<file path="src/rtl/serial_subtractor.sv">
// Bit-serial WIDTH-bit subtractor with borrow chain, LSB first, valid/ready on both sides.
// Define SERIAL_SUB_OVERFLOW_EN to add the registered signed-overflow output.
module serial_subtractor #(
  parameter int unsigned WIDTH = 4
) (
  input  logic             clk,
  input  logic             rst_n,
  input  logic [WIDTH-1:0] minuend,
  input  logic [WIDTH-1:0] subtrahend,
  input  logic             borrow_in,
  input  logic             in_valid,
  output logic             in_ready,
  output logic [WIDTH-1:0] diff,
  output logic             borrow_out,
  output logic             out_valid,
`ifdef SERIAL_SUB_OVERFLOW_EN
  input  logic             out_ready,
  output logic             overflow
`else
  input  logic             out_ready
`endif
);

  localparam int unsigned CNT_W = $clog2(WIDTH);

  localparam logic [1:0] IDLE  = 2'd0;
  localparam logic [1:0] SHIFT = 2'd1;
  localparam logic [1:0] DONE  = 2'd2;

  localparam logic [CNT_W-1:0] LAST_BIT = CNT_W'(WIDTH - 1);

  logic [1:0]       state;
  logic [1:0]       state_nxt;
  logic             load;
  logic             shift;
  logic             last;

  logic [WIDTH-1:0] a_sh;
  logic [WIDTH-1:0] b_sh;
  logic [WIDTH-2:0] res;
  logic             borrow_q;
  logic [CNT_W-1:0] cnt;

  logic             d_bit;
  logic             r_bit;
  logic [WIDTH-1:0] res_nxt;

  // State register
  always_ff @(posedge clk) begin
    if (!rst_n) state <= IDLE;
    else        state <= state_nxt;
  end

  // Next-state and datapath control
  always_comb begin
    state_nxt = state;
    load      = 1'b0;
    shift     = 1'b0;
    last      = 1'b0;
    case (state)
      IDLE: begin
        if (in_valid) begin
          state_nxt = SHIFT;
          load      = 1'b1;
        end
      end
      SHIFT: begin
        shift = 1'b1;
        if (cnt == LAST_BIT) begin
          state_nxt = DONE;
          last      = 1'b1;
        end
      end
      DONE: begin
        if (out_ready) state_nxt = IDLE;
      end
      default: state_nxt = IDLE;
    endcase
  end

  // One full-subtractor bit slice
  always_comb begin
    d_bit   = a_sh[0] ^ b_sh[0] ^ borrow_q;
    r_bit   = (~a_sh[0] & b_sh[0]) | (~a_sh[0] & borrow_q) | (b_sh[0] & borrow_q);
    res_nxt = {d_bit, res};
  end

  // Shift registers, bit counter and registered handshake/result outputs
  always_ff @(posedge clk) begin
    if (!rst_n) begin
      a_sh       <= '0;
      b_sh       <= '0;
      res        <= '0;
      borrow_q   <= 1'b0;
      cnt        <= '0;
      in_ready   <= 1'b1;
      out_valid  <= 1'b0;
      diff       <= '0;
      borrow_out <= 1'b0;
    end else begin
      in_ready  <= (state_nxt == IDLE);
      out_valid <= (state_nxt == DONE);
      if (load) begin
        a_sh     <= minuend;
        b_sh     <= subtrahend;
        borrow_q <= borrow_in;
        cnt      <= '0;
      end
      if (shift) begin
        a_sh     <= a_sh >> 1;
        b_sh     <= b_sh >> 1;
        res      <= res_nxt[WIDTH-1:1];
        borrow_q <= r_bit;
        cnt      <= cnt + CNT_W'(1);
      end
      if (last) begin
        diff       <= res_nxt;
        borrow_out <= r_bit;
      end
    end
  end

`ifdef SERIAL_SUB_OVERFLOW_EN
  // On the last slice a_sh[0]/b_sh[0] hold the operand sign bits
  always_ff @(posedge clk) begin
    if (!rst_n) begin
      overflow <= 1'b0;
    end else if (last) begin
      overflow <= (a_sh[0] ^ b_sh[0]) & (d_bit ^ a_sh[0]);
    end
  end
`endif

endmodule

</file>
<file path="config.mk">
export PLATFORM = sky130hd
export DESIGN_NAME = serial_subtractor
export DESIGN_NICKNAME = d
export VERILOG_FILES = /design/src/rtl/serial_subtractor.sv
export SDC_FILE = /design/constraint.sdc
export NUM_CORES = 1
export LEC_CHECK = 0
export CORE_UTILIZATION = 45
export DETAILED_ROUTE_END_ITERATION = 16
export GPL_TIMING_DRIVEN = 0
export PLACE_DENSITY = 0.72
export SYNTH_ARGS = -nofsm -noshare
export SYNTH_HDL_FRONTEND = slang
export SYNTH_SLANG_ARGS = --single-unit
</file>
<file path="constraint.sdc">
create_clock -name clk -period 2.2 [get_ports clk]
set_input_delay 0.33 -clock clk [delete_from_list [all_inputs] [get_ports clk]]
set_output_delay 0.33 -clock clk [all_outputs]
set_load 0.02 [all_outputs]
</file>
Word level (Yosys, flattened, before mapping):

Index checks and enable logic that the tools add are counted.
Widths: inputs -> output; s select.

* $add $sub $neg: 1
* multiply operators: 0
* divide/modulo/power cells: 0
* $lt $le $gt $ge: 0
* equal/unequal tests: 4
* shifts and indexed selects: 0
* multiplexer cells: 17
* bitwise operators: 9
* reductions and logical operators: 4

Operator list (number)
* $mux 3: 4
* $mux 2: 5
* $mux 1: 7
* $eq 2x2->1 const B: 3
* $pmux 2 s3: 1
* $logic_not 2->1: 2
* $and 1x1->1: 3
* $add 2x1->2 const B: 1
* $eq 2x1->1 const B: 1
* $not 1->1: 2
* $or 1x1->1: 2
* $reduce_bool 2->1: 1
* $reduce_or 2->1: 1
* $xor 1x1->1: 2

* register bits after elaboration: 23
* latch bits: 0
* bits in writable memories: 0
* memory bits (read-only): 0
* input port bits: 13
* output and inout bits: 7
* logic and storage cells: 47
* memories kept: 0

Depth between registers and ports, before layout:

* depth after elaboration: 5
* gate-level depth with buffers: 5
* mapped depth without buffers: 4

Worst setup path before layout:

No wires, ideal clock.

* path type: register to register
* start point: register a_sh[0]
* end point: register res[2]
* library setup time: 0.076 ns
* data arrival time: 1.239 ns
* data required time: 2.124 ns
* path slack: 0.885 ns
* cell stages (with the launch flop): 5
* path buffers: 0
* period minus slack after synthesis: 1.315 ns
* cell sequence: dfxtp_1 > inv_1 > fa_1 > or2_2 > a21boi_0

* word-level cells in the longest chain between the ends: 2

Ends and longest elaborated chain
* from (decl): RTL line 38 `logic [WIDTH-1:0] a_sh;`
* from (signal assigned): RTL line 104 `a_sh <= minuend;`
* from (signal assigned): RTL line 110 `a_sh <= a_sh >> 1;`
* $xor 1x1->1 (2 in a row): RTL line 83 `d_bit = a_sh[0] ^ b_sh[0] ^ borrow_q;`
* to (signal assigned): RTL line 112 `res <= res_nxt[WIDTH-1:1];`
* to (decl): RTL line 40 `logic [WIDTH-2:0] res;`

Every way passes these cells.
A chain may end at the register's enable or synchronous reset.

Worst setup path after layout:

* start point: register diff[3]
* end point: output diff[3]

RTL lines
* from (decl): RTL line 13 `output logic [WIDTH-1:0] diff,`
* from (signal assigned): RTL line 117 `diff <= res_nxt;`

No word-level cell between the ends.

==> impl_metrics.toml <==
[global_route]
grt_max_degree = 14
grt_usage = 0.186
grt_pass1_vias = 722
antenna_found_initial = 0
grt-ovfl-total = 0
grt_pass1_wl_mm = 3.00

[layout]
drive_gt1_frac = 0.0976
nNetsFinal = 139
multi_input_area_um2 = 449
final_core_util = 0.611
seq_area_um2 = 460
area_growth_pct = 26.2
insertedDiodeCount = 0
final_cells = 150
fillCellCount = 188

[critical_path]
critPathMaxFanout = 2
cp_num_buf_inv = 1
worstSetupEndpointType = "output pin"
cp_slowest_stage_delay_ns = 0.60
critPathKind = "flop to output pin"
required_ns = 1.87
path_delay_family = "buffers and inverters"
arrival_ns = 1.26
slowest_stage = "clkdlybuf4s50_1"
startpoint_type = "flop"
cp_cell_sequence = "clkdlybuf4s50_1"

[cts]
htreeDepth = 1
postCtsHoldBufs = 0
insertion_delay_ns = 0.30
clkSinkCount = 23
cts_buffer_depth = 2
cts_resized = 0
ctsRootBufferMaster = "clkbuf_4"
post_cts_buffers = 0
cts_made_buffers = 3
clkTransAtPathRegs_ns = 0.13
cts_tree = "built"

[sta]
drv_slew = 0
maxSlewHeadroom = 0.722
max_freq_mhz = 627
grt_setup_unrepaired = "no"
layout_min_cycle_time_ns = 1.59
setup_viol = 0
hold_slack_ns = 0.463
tightest_slew_ns = 0.417
finClkSkew_ns = 0.00199
hold_viol = 0
tns_ns = 0
min_period_over_period = 0.724
setup_ws_ns = 0.606

[placed_design]
dpl.hpwl_mm = 1.30
portBuffers = 19
dp_cells = 146
dp_slack_ns = 0.588
gp_congestion = 0.742

[pwr]
ir_drop_mv = 0.398
power_density_mw_per_mm2 = 608
total_leakage_power_uw = 0.000464

[synth]
yosysTopAreaCell = "dfxtp_1"
synth_top_family_by_area = "compound AO/OA/AOI/OAI gates"
synth_fa_ha_area_frac = 0.0339
synth.top_cell.area_share = 0.480
syn_nets = 115
synth.most_common_cell = "dfxtp_1"
synth_cells = 100
synth_edf_count = 0
netlist_top_cells_count = "dfxtp_1 (23), nand2_1 (15), o21ai_0 (12)"
ys_ff_latch = 23
syn_area_um2 = 960
synth_ff_type = "dfxtp_1"
synthXorXnorAreaFrac = 0
async_flop_share = 0
avgSynthCellArea_um2 = 9.60
synthSimpleGateAreaFrac = 0.163
yosys-top-cells-area = "dfxtp_1 (48%), mux2i_1 (9.4%), o21ai_0 (6.3%)"
yosysWarningCount = 0
synth-seq-area-share = 0.480
synth_mux_area_frac = 0.0939
synth_cell_type_count = 27
synth_compound_area_frac = 0.177

[detailed_routing]
postRouteAntennaNets = 0
dr.first_iter.drc_count = 2
firstDrtPassIters = 2
vias = 754
viasPerCell = 5.03
wl_per_cell_um = 11.9
wl_mm = 1.78
route.detailed.drc = 0

[floorplanning]
rows = 16
die-area_mm2 = 0.00232
core-area_mm2 = 0.00198
ios = 20
initial_core_util = 0.484
die_h_um = 48.2
die_x_um = 48.2

[flow_run]
drv_cap = 0

[run_status]
status = "finished, final reports clean"

[hold_path]
hold_class = "flop to flop"
## final timing paths
kind | to | from | slack [ns] | cells past startpoint
hold reg to reg | diff[1] | diff[1] | 0.46 | 2
hold / removal | diff[1] | diff[1] | 0.46 | 2
setup reg to reg | res[2] | a_sh[0] | 0.79 | 4
setup / recovery | diff[3] | diff[3] | 0.61 | 1
## kinds of logic after synthesis
kind of cell,Yosys count
buffers and inverters,8
multiplexers,9
AO/OA/AOI/OAI,27
adder cells (fa/ha/maj),2
flip-flops,23
AND/OR/NAND/NOR,31
## placed cells by master, fill, tap and decap left out, types with 3 or more instances in the layout
master	netlist	layout
dfxtp_1	23	23
clkdlybuf4s50_1	0	19
nand2_1	15	15
o21ai_0	12	12
mux2i_1	9	9
o211ai_1	7	7
nand3_1	4	4
o22ai_1	4	4
clkbuf_4	0	3
## cell type report
class / instances / area share
sequential: 23 / 0.380
multi-input combinational: 69 / 0.371
timing repair buffer: 19 / 0.157
buffer: 7 / 0.0382
tap: 27 / 0.0279
clock buffer: 3 / 0.0186
clock inverter: 1 / 0.00413
inverter: 1 / 0.00310
## through the flow
step,instance area (um^2),total power (uW)
after detailed placement,1180,553
after global routing,1210,779
final,1210,737
after CTS,1210,745
after global placement,1180,551
after floorplan,960,512
## state kept, by name, indices dropped and copies added (netlist names)
register	cells
out_valid	1
state	2
res	3
a_sh	4
borrow_out	1
in_ready	1
diff	4
cnt	2
b_sh	4
borrow_q	1
## where the power goes
part / switching (uW) / total [uW] / leakage [uW] / internal (uW)
combinational: 45.3 / 97.3 / 0.000258 / 52.1
sequential: 11.1 / 446 / 0.000188 / 435
clock: 125 / 193 / 0.0000177 / 67.8
## layer usage
layer  GRT usage  part of all wire  vias up
met1       0.244              0.50      341
met3      0.0333             0.027        2
li1            -                 -      399
met2       0.288              0.46       12
met4       0.100             0.012        0
met5           0                 0        -
Note: power is estimated with default switching activity, not from simulation.
